[src/rtl/layer6_pkg.sv]
// Shared definitions for the layer6 input sequencer: layer5 data width,
// grid geometry, beat count and the sequencer state encoding.

`ifndef LAYER5_OUTPUT_LENGTH
`define LAYER5_OUTPUT_LENGTH 16
`endif

package layer6_pkg;

  localparam int GRID_SIDE  = 5;
  localparam int BEAT_COUNT = GRID_SIDE * GRID_SIDE;

  // Row/column counters only need to reach GRID_SIDE-1.
  localparam int CNT_W = 3;
  localparam int IDX_W = 5;

  localparam logic [CNT_W-1:0] LAST_RC = CNT_W'(GRID_SIDE - 1);

  typedef enum logic [1:0] {
    IDLE  = 2'd0,
    READ  = 2'd1,
    DRAIN = 2'd2
  } seq_state_t;

  // Row-major beat position of a grid cell.
  function automatic logic [IDX_W-1:0] grid_index(input logic [CNT_W-1:0] row,
                                                  input logic [CNT_W-1:0] col);
    return IDX_W'(row) * IDX_W'(GRID_SIDE) + IDX_W'(col);
  endfunction

endpackage

[src/rtl/layer6_input_sequencer.sv]
// Streams the 5x5 layer5 result grid (both halves per position) as
// valid/ready beats. The single output register doubles as the skid stage:
// a new read is issued only when that register is empty or being drained.

module layer6_input_sequencer
  import layer6_pkg::*;
(
  input  logic                               clk,
  input  logic                               rst,
  input  logic                               start,
  input  logic [`LAYER5_OUTPUT_LENGTH-1:0]   layer5_result_output1,
  input  logic [`LAYER5_OUTPUT_LENGTH-1:0]   layer5_result_output2,
  output logic [15:0]                        read_row_addr,
  output logic [15:0]                        read_col_addr,
  output logic                               layer5_result_read_signal1,
  output logic                               layer5_result_read_signal2,
  output logic [`LAYER5_OUTPUT_LENGTH-1:0]   out_data1,
  output logic [`LAYER5_OUTPUT_LENGTH-1:0]   out_data2,
  output logic [IDX_W-1:0]                   out_index,
  output logic                               out_valid,
  input  logic                               out_ready,
  output logic                               busy,
  output logic                               done
);

  seq_state_t       state;
  logic [CNT_W-1:0] row;
  logic [CNT_W-1:0] col;
  logic             rd;
  logic             last_pos;

  // A read may be issued whenever the output register is free this cycle.
  assign rd       = (state == READ) && (!out_valid || out_ready);
  assign last_pos = (row == LAST_RC) && (col == LAST_RC);

  assign layer5_result_read_signal1 = rd;
  assign layer5_result_read_signal2 = rd;

  // Addresses are zero in IDLE and otherwise track (and hold) the counters.
  assign read_row_addr = (state == IDLE) ? 16'd0 : {{(16-CNT_W){1'b0}}, row};
  assign read_col_addr = (state == IDLE) ? 16'd0 : {{(16-CNT_W){1'b0}}, col};

  // Sequencer FSM, scan counters and the registered beat outputs.
  // NOTE: sequential state uses non-blocking assignments only, so every
  // register samples pre-edge values regardless of statement order.
  always_ff @(posedge clk or posedge rst) begin
    if (rst) begin
      // NOTE: every output register is cleared asynchronously so an abort
      // mid-scan drops the beat and the handshake immediately.
      state     <= IDLE;
      row       <= '0;
      col       <= '0;
      out_data1 <= '0;
      out_data2 <= '0;
      out_index <= '0;
      out_valid <= 1'b0;
      busy      <= 1'b0;
      done      <= 1'b0;
    end else begin
      done <= 1'b0;
      case (state)
        IDLE: begin
          if (start) begin
            state <= READ;
            busy  <= 1'b1;
            row   <= '0;
            col   <= '0;
          end
        end
        READ: begin
          // In READ a free register always means a read, so out_valid only
          // ever stays set or is refreshed here.
          if (rd) begin
            out_data1 <= layer5_result_output1;
            out_data2 <= layer5_result_output2;
            out_index <= grid_index(row, col);
            out_valid <= 1'b1;
            if (last_pos) begin
              state <= DRAIN;
            end else if (col == LAST_RC) begin
              col <= '0;
              row <= row + 1'b1;
            end else begin
              col <= col + 1'b1;
            end
          end
        end
        DRAIN: begin
          if (out_ready) begin
            out_valid <= 1'b0;
            state     <= IDLE;
            busy      <= 1'b0;
            done      <= 1'b1;
          end
        end
        default: state <= IDLE;
      endcase
    end
  end

endmodule
[config.mk]
export PLATFORM = sky130hd
export DESIGN_NAME = layer6_input_sequencer
export DESIGN_NICKNAME = d
export VERILOG_FILES = /design/src/rtl/layer6_pkg.sv /design/src/rtl/layer6_input_sequencer.sv
export SDC_FILE = /design/constraint.sdc
export NUM_CORES = 1
export LEC_CHECK = 0
export ABC_AREA = 1
export CAP_MARGIN = 20
export CORE_UTILIZATION = 42
export DETAILED_ROUTE_END_ITERATION = 10
export PLACE_DENSITY_LB_ADDON = 0.3
export SYNTH_ARGS = -nofsm -noshare
export SYNTH_HDL_FRONTEND = slang
export SYNTH_SLANG_ARGS = --single-unit
[constraint.sdc]
create_clock -name clk -period 2.6 [get_ports clk]
set_input_delay 0.39 -clock clk [delete_from_list [all_inputs] [get_ports clk]]
set_output_delay 0.39 -clock clk [all_outputs]
set_load 0.005 [all_outputs]
### Yosys cells after proc, flatten, opt, wreduce, memory -nomap -nowiden

Cells that the tools add are included.

* register bits: 48
* word-level logic and storage cells: 60
* output and inout bits: 74

* multiply operators: 1
* $add $sub $neg: 3
* reduce and logical (&&, ||, !) cells: 14
* equal/unequal tests: 10
* multiplexer cells: 23

Operators with widths (number)
* 3-bit two-way mux: 9
* 3-bit case mux with 2 select lines: 2
* 2-bit inequality test (second input constant): 5
* 2-bit two-way mux: 4
* 4-bit AND reduction: 2
* 3-bit by 1-bit adder with 3-bit output (second input constant): 2
* 3-bit equality test (second input constant): 2
* 2-bit case mux with 3 select lines: 1
* 3-bit AND reduction: 2
* 2-bit nonzero test: 3
* 5-bit by 3-bit adder with 5-bit output: 1
* 3-bit by 3-bit multiplier with 5-bit output (second input constant): 1
* 1-bit two-way mux: 5
* 5-bit AND reduction: 1
* 1-bit case mux with 2 select lines: 2
* 2-bit by 1-bit equality test with 1-bit output (second input constant): 1
* 2-bit equality test (second input constant): 1
* 1-bit logical AND: 2
* 2-bit logical NOT: 1
* 2-bit by 1-bit inequality test with 1-bit output (second input constant): 1
* 2-bit AND reduction: 1
* 1-bit logical NOT: 1
* 1-bit logical OR: 1

### Logic depth before layout (Yosys ltp)

Gate-level depths: netlist of run 1.

* word-level depth: 5
* depth in mapped cells: 8
* gate-level depth less buffers: 8

### Worst setup path after synthesis of run 1

OpenSTA, ideal clock, no wires.

* path kind: register to register
* start: register row[0]
* end: register out_index[3]
* clock period less this slack: 1.794 ns
* path slack: 0.806 ns
* stages on the path, launching flop included: 7
* data arrival time: 1.711 ns
* buffers on the path: 0
* setup time: 0.083 ns
* data required time: 2.517 ns
* path through: dfrtp_1 ha_1 ha_1 inv_1 fa_1 xor2_1 o21ai_0

* cells in the longest elaborated chain, start to end: 2

Ends and longest elaborated chain
* start, declared: line layer6_input_sequencer.sv:27 `logic [CNT_W-1:0] row;`
* start signal, assigned: line layer6_input_sequencer.sv:82 `row <= row + 1'b1;`
* 3-bit by 3-bit multiplier with 5-bit output: line layer6_pkg.sv:28 `return IDX_W'(row) * IDX_W'(GRID_SIDE) + IDX_W'(col);`
* 5-bit by 3-bit adder with 5-bit output: line layer6_pkg.sv:28
* end signal, assigned: line layer6_input_sequencer.sv:76 `out_index <= grid_index(row, col);`
* end, declared: line layer6_input_sequencer.sv:19 `output logic [IDX_W-1:0] out_index,`

No other way between the ends.
A chain may end at the register's enable or synchronous reset.

### Worst setup path after layout of run 1

* start: input port out_ready
* end: output port layer5_result_read_signal2

* cells in the longest elaborated chain, start to end: 2

Ends and longest elaborated chain
* start, declared: line layer6_input_sequencer.sv:21 `input logic out_ready,`
* 1-bit logical OR: line layer6_input_sequencer.sv:33 `assign rd = (state == READ) && (!out_valid || out_ready);`
* 1-bit logical AND: line layer6_input_sequencer.sv:33
* end, declared: line layer6_input_sequencer.sv:16 `output logic layer5_result_read_signal2,`

No other way between the ends.

==> summary.txt, run 1 <==
Cells and area
  • Nets: 425
  • Most frequent cells in the layout: 133 x nand2_1, 83 x clkdlybuf4s50_1, 48 x dfrtp_1
  • Antenna Cells: 0
  • Design area: 3370 um2
  • Layout area overhead: 37.8%
  • Commonest non-fill, non-tap cell in the layout: nand2_1
  • Non-Filler Instances: 449
  • Fillers: 516
  • Layout cell share with drive strength beyond 1: 5.84%
  • Final core occ: 60.4%

Pwr
  • Power Internal: 2.34 mW
  • Static leakage power: 1.74 nW
  • Seq pwr share: 36.2%
  • Sw power: 1.20 mW
  • Tot Pwr: 3.54 mW
  • Pwr dens: 1050 nW/um2
  • Logic pwr share: 45.7%
  • Sw frac: 33.9%
  • Clock network power share: 18.1%
  • VDD IR max: 658 uV

Yosys
  • Cell area after synthesis: 2440 um2
  • Synthesized instance count: 291
  • Compound-Gate Fraction of Synth Area: 1.79%
  • XOR/XNOR Fraction of Synth Area: 0.716%
  • Post-synthesis adder-cell area fraction: 6.96%
  • Simple-gate share of the synthesized area: 27.4%
  • Post-synthesis mux area share: 0%
  • Largest family of logic cells by synthesized area: simple AND/OR/NAND/NOR gates
  • YS warnings: 0
  • Synth Area per Inst: 8.40 um2
  • Seq/Total Area, Yosys: 49.1%
  • Flops & latches, synth: 48
  • Yosys cell types: 25

Floorplan
  • Core area: 5570 um2
  • Die Ht: 78.3 um
  • # IOs: 110
  • Rows: 27
  • Die ar.: 6130 um2
  • Overall die width: 78.3 um
  • Initial Util: 43.9%

Flow run
  • Max-cap violations: 0

Timing
  • Min cycle time layout: 2090 ps
  • Final hold slack: 465 ps
  • Final setup fails: 0
  • Max-slew violation count: 0
  • Least-Margin Pin Slew: 596 ps
  • Setup Skew: 6.27 ps
  • Fin. Hold Viols: 0
  • Relative slew slack: 60.2%
  • Fin worst setup slack: 513 ps
  • Setup TNS: 0 ps
  • Crit share post-route: 80.3%
  • RSZ-0062 raised after global routing: no
  • Peak Freq: 479 MHz

Hold path
  • Worst Hold Class: input port to asynchronous set/reset pin

Global route
  • Vias in the first global route: 1813
  • First-pass GRT wire length: 8220 um
  • Initial antenna violation count: 0
  • Pin count of the biggest net entering global routing: 40
  • Global route overflow: 0
  • GRT Util Overall: 17.2%

Clocking
  • Clock transition at the registers of the reported paths: 90 ps
  • Post-CTS Resized: 0
  • Clock root buffer: clkbuf_8
  • Bufs on Longest Clock Path: 2
  • CTS tree: yes
  • Clk_lat worst skew: 300 ps
  • Num Clock Sinks: 48
  • Num CTS Buffers: 5
  • H-tree depth: 2
  • Hold-fix buffers, CTS: 0
  • Post-CTS setup buffer count: 0

Critical path
  • CP arrival: 1700 ps
  • WS Path Type: input port to output port
  • End of the critical path: layer5_result_read_signal2
  • CP Launch Type: input port
  • Crit Reg-Reg Endpoint: out_index[3]
  • Worst Setup End Kind: output port
  • Worst r2r src: row[0]
  • Crit-path max FO: 4
  • R2R cell count: 6
  • CP startpoint: out_ready
  • Worst path required time: 2210 ps
  • R2R setup slack: 710 ps

Drt
  • WL/cell: 11.3 um
  • 1st-iter DRT viols: 94
  • DR vias: 1986
  • Antenna-violating nets left: 0
  • Vias per cell: 4.42
  • 1st-pass router iterations: 4
  • DRC: 0
  • Routed WL: 5060 um

Place
  • Post-place setup slack: 512 ps
  • Post-Place Cells: 441
  • Dpl cell area: 3230 um2
  • Port Buffers: 83
  • Detailed Place HPWL: 3810 um
  • Placer congestion estimate: 0.866

Outcome
  • Outcome: finished, final reports clean
==> cell usage after synthesis <==
| master | n | area, um2 |
|---|---|---|
| a21oi_1 | 2 | 10.0 |
| conb_1 | 1 | 3.75 |
| fa_1 | 1 | 20.0 |
| inv_2 | 3 | 11.3 |
| xor2_1 | 1 | 8.76 |
| nand4_1 | 3 | 18.8 |
| dfrtp_1 | 48 | 1200 |
| inv_4 | 1 | 6.26 |
| nor2_1 | 13 | 48.8 |
| nand2_1 | 133 | 499 |
| ha_1 | 12 | 150 |
| xnor2_1 | 1 | 8.76 |
| o21ai_1 | 1 | 5.00 |
| buf_4 | 30 | 225 |
| nor2_4 | 1 | 11.3 |
| nand2_2 | 1 | 6.26 |
| nand2_4 | 2 | 22.5 |
| buf_6 | 2 | 22.5 |
| nand3_1 | 9 | 45.0 |
| nand3_2 | 1 | 10.0 |
| inv_1 | 17 | 63.8 |
| nand3b_1 | 1 | 7.51 |
| a22o_1 | 1 | 8.76 |
| buf_2 | 2 | 10.0 |
| o21ai_0 | 4 | 20.0 |
==> layer usage <==
| metal | up-vias | GRT usage [%] | part of all wire (%) |
|---|---|---|---|
| met3 | 2 | 4.07 | 6.1 |
| met5 | - | 0 | 0 |
| met4 | 0 | 5.56 | 0.67 |
| met1 | 911 | 20.5 | 44 |
| met2 | 71 | 30.4 | 50 |
| li1 | 1002 | - | - |
==> critical path, stage by stage <==
cell and delay, ps:
clkdlybuf4s50_1 470, inv_1 50, nand2_1 130, nand2_4 80, inv_4 70, clkdlybuf4s50_1 490
==> cell families after synthesis <==
| family | count (synthesis) |
|---|---|
| buf+inv | 55 |
| simple gates | 164 |
| xor+xnor | 2 |
| fa+ha+maj | 13 |
| other cells | 1 |
| flops | 48 |
| compound gates | 8 |
==> cell type report <==
type	count	area, um2	area share [%]
Sequential cell	48	1200	35.6
Multi-Input combinational cell	213	998	29.6
Timing Repair Buffer	87	861	25.5
Tap cell	72	90.1	2.67
Inverter	21	81.3	2.41
Clock buffer	5	68.8	2.04
Clock inverter	3	68.8	2.04
==> how the worst min path moves through the flow <==
stage / slack, ps / start / endpoint / cells past startpoint
final: 460 / rst / out_data1[4] / 2
after global routing: 500 / out_data2[5] / out_data2[5] / 2
after global placement: 460 / out_data1[0] / out_data1[0] / 2
after floorplan: 470 / out_data1[0] / out_data1[0] / 2
after CTS: 490 / rst / out_data1[4] / 2
after detailed placement: 460 / out_data1[7] / out_data1[7] / 2
==> flip-flops by register name, summed over array words and instances, names as in the netlist <==
name       count
out_index      5
out_data2     16
state          2
out_data1     16
row            3
busy           1
out_valid      1
done           1
col            3
==> power by group through the flow <==
stage                     registers (mW)  logic, mW  clock network [mW]
after floorplan                     1.30      0.796                   0
after global placement              1.28       1.61                   0
after detailed placement            1.29       1.64                   0
after CTS                           1.28       1.64               0.659
after global routing                1.33       1.81               0.688
final                               1.28       1.62               0.640
Note: power is estimated with default switching activity, not from simulation.
==> run 2: changes to the inputs <==
--- a/config.mk
+++ b/config.mk
@@ -7,7 +7,7 @@
 export LEC_CHECK = 0
 export ABC_AREA = 1
 export CAP_MARGIN = 20
-export CORE_UTILIZATION = 42
+export CORE_UTILIZATION = 38
 export DETAILED_ROUTE_END_ITERATION = 10
 export PLACE_DENSITY_LB_ADDON = 0.3
 export SYNTH_ARGS = -nofsm -noshare
==> constraint.sdc (replaced) <==
create_clock -name clk -period 1.65 [get_ports clk]
set_input_delay 0.2475 -clock clk [delete_from_list [all_inputs] [get_ports clk]]
set_output_delay 0.2475 -clock clk [all_outputs]
set_load 0.005 [all_outputs]
==> run 2 against run 1 <==
The run now ends with setup timing left. Die area grew 10%. Final area grew 4.0%. Core utilization is 2.6 points lower. Via count up 2.1%. Sequential share of layout area fell by 1.4 points. Routed wire length grew 5.9%. Highest routed layer unchanged. Largest power group unchanged.
==> summary.txt, run 2 (synthesis results as in run 1) <==
Timing
  • Min cycle time layout: 1650 ps
  • Fin. Hold Viols: 0 (unchanged)
  • Fin worst setup slack: -3.14 ps (-516 ps)
  • Max-slew violation count: 0 (unchanged)
  • Setup Skew: 5.25 ps (-1.02 ps)
  • Final hold slack: 273 ps (-192 ps)
  • RSZ-0062 raised after global routing: yes
  • Peak Freq: 605 MHz
  • Final setup fails: 1 (+1)
  • Crit share post-route: 100%

Clocking
  • Clk_lat worst skew: 290 ps (about the same)
  • Bufs on Longest Clock Path: 2 (unchanged)
  • Num Clock Sinks: 48 (unchanged)
  • Clock root buffer: clkbuf_8
  • Clock transition at the registers of the reported paths: 80 ps (about the same)
  • CTS tree: yes
  • Num CTS Buffers: 5 (unchanged)
  • H-tree depth: 2 (unchanged)

Drt
  • 1st-iter DRT viols: 89 (-5.3%)
  • Antenna-violating nets left: 0 (unchanged)
  • Vias per cell: 4.38 (-0.97%)
  • WL/cell: 11.6 um (+2.7%)
  • 1st-pass router iterations: 4 (unchanged)
  • DRC: 0 (unchanged)
  • Routed WL: 5360 um (+5.9%)
  • DR vias: 2028 (+2.1%)

Floorplan
  • Core area: 6060 um2 (+8.7%)
  • Die Ht: 82.2 um (+5.0%)
  • Die ar.: 6760 um2 (+10%)
  • Overall die width: 82.2 um (+5.0%)
  • Rows: 28 (+3.7%)
  • # IOs: 110 (unchanged)
  • Initial Util: 40.3% (-3.5 points)

Critical path
  • Worst path required time: 1820 ps (-390 ps)
  • Critical path, cell by cell: ha_4 > ha_4 > inv_2 > fa_2 > o21ai_1
  • CP startpoint: row[2]
  • WS Path Type: flip-flop to flip-flop
  • Slowest stage cell, crit path: fa_2
  • Most frequent CP cell: ha_4
  • CP Launch Type: flip-flop
  • Worst stage delay on the critical path: 500 ps (about the same)
  • Worst Setup End Kind: flip-flop
  • CP arrival: 1830 ps (+130 ps)
  • Worst r2r src: row[2]
  • Crit-path max FO: 2 (-2)

Global route
  • Global route overflow: 0 (unchanged)
  • First-pass GRT wire length: 8070 um (-1.8%)
  • Initial antenna violation count: 0 (unchanged)
  • Pin count of the biggest net entering global routing: 40 (unchanged)
  • Vias in the first global route: 1809 (-0.22%)
  • GRT Util Overall: 15.9% (-1.3 points)

Outcome
  • Outcome: finished with violations
  • Failing checks: setup timing

Cells and area
  • Commonest non-fill, non-tap cell in the layout: nand2_1
  • Antenna Cells: 0 (unchanged)
  • Reg area: 1200 um2 (+0.10%)
  • Multi-input logic area: 1070 um2 (+7.1%)
  • Layout area overhead: 43.4%
  • Nets: 436 (+2.6%)
  • Largest regs: out_data1: 16 flops, out_data2: 16 flops, out_index: 5 flops
  • Fillers: 558 (+8.1%)
  • Most frequent cells in the layout: 132 x nand2_1, 75 x clkdlybuf4s50_1, 47 x dfrtp_1
  • Layout cell share with drive strength beyond 1: 12.1% (+6.3 points)

Hold path
  • Worst Hold Class: input port to asynchronous set/reset pin

Pwr
  • Tot Pwr: 5.57 mW (+57%)
  • Static leakage power: 1.80 nW (+3.5%)
  • VDD IR max: 753 uV (+15%)
  • Pwr dens: 1590 nW/um2 (+51%)

Place
  • Detailed Place HPWL: 3960 um (+3.9%)
  • Placer congestion estimate: 0.879 (+1.5%)
  • Port Buffers: 83 (unchanged)

Flow run
  • Max-cap violations: 0 (unchanged)
-- run 2: changes by cell type in the layout (fill, tap and decap cells not counted), moves of 4 or more --
cell / change
buf_4: +8
clkdlybuf4s50_1: -8
dlygate4sd2_1: +7
ha_1: -5
ha_4: +4
inv_1: -4
-- run 2: repair_timing --
action | 4_1_cts | 5_1_grt
pin swaps | 1 | 1
setup buffers | 5 | 0
gates resized for setup | 18 | 8
setup endpoints to repair | 11 | 12
hold buffers | 0 | 0
-- run 2: cell type report --
cell class	instances	share of cell area [%]
clock buffers	8	2.57
inverters	21	2.46
multi-input cells	213	30.5
flip-flops and latches	48	34.3
well taps	75	2.68
repair buffers	98	27.5
-- run 2: final timing paths --
kind | end | cells past startpoint | slack [ps]
min in group clk | out_data2[9] | 2 | 480
max | out_index[2] | 5 | -3
max reg2reg | out_index[2] | 5 | -3
min reg2reg | out_data2[9] | 2 | 480
min | out_data1[5] | 2 | 270
max in group asynchronous | state[0] | 3 | 930
-- run 2: metal layers --
metal / routed length (um) / vias to the layer above / part of all wire, % / GRT usage [%]
met4: 71 / 0 / 1.3 / 5.79
li1: - / 1028 / - / -
met3: 328 / 7 / 6.1 / 3.96
met5: 0 / - / 0 / 0
met2: 2610 / 74 / 49 / 26.6
met1: 2350 / 919 / 44 / 19.7
-- run 2: stage by stage --
stage	instance area [um2]	utilization (%)	TNS, ps	setup WS [ps]	instances
after floorplan	2540	-	-167	-72.2	316
after global placement	3310	54.6	-410	-154	450
after detailed placement	3310	54.6	-524	-161	450
after CTS	3490	57.6	-2.65	-2.65	463
after global routing	3510	57.8	-148	-53.7	463
final	3510	57.8	-3.14	-3.14	463
-- run 2: worst max-delay path: cells and delay by family (launching register included) --
kind	cells	cell delay [ps]
compound gates	1	60
fa+ha+maj	3	1020
buf+inv	1	30
flops	1	420
-- run 2: report_power, final --
group | internal (mW) | total (mW) | leakage (nW) | switching [mW]
Combinational | 1.57 | 2.88 | 1.16 | 1.31
Clock | 0.342 | 0.702 | 0.0455 | 0.360
Sequential | 1.69 | 1.99 | 0.593 | 0.299
Total | 3.60 | 5.57 | 1.80 | 1.97
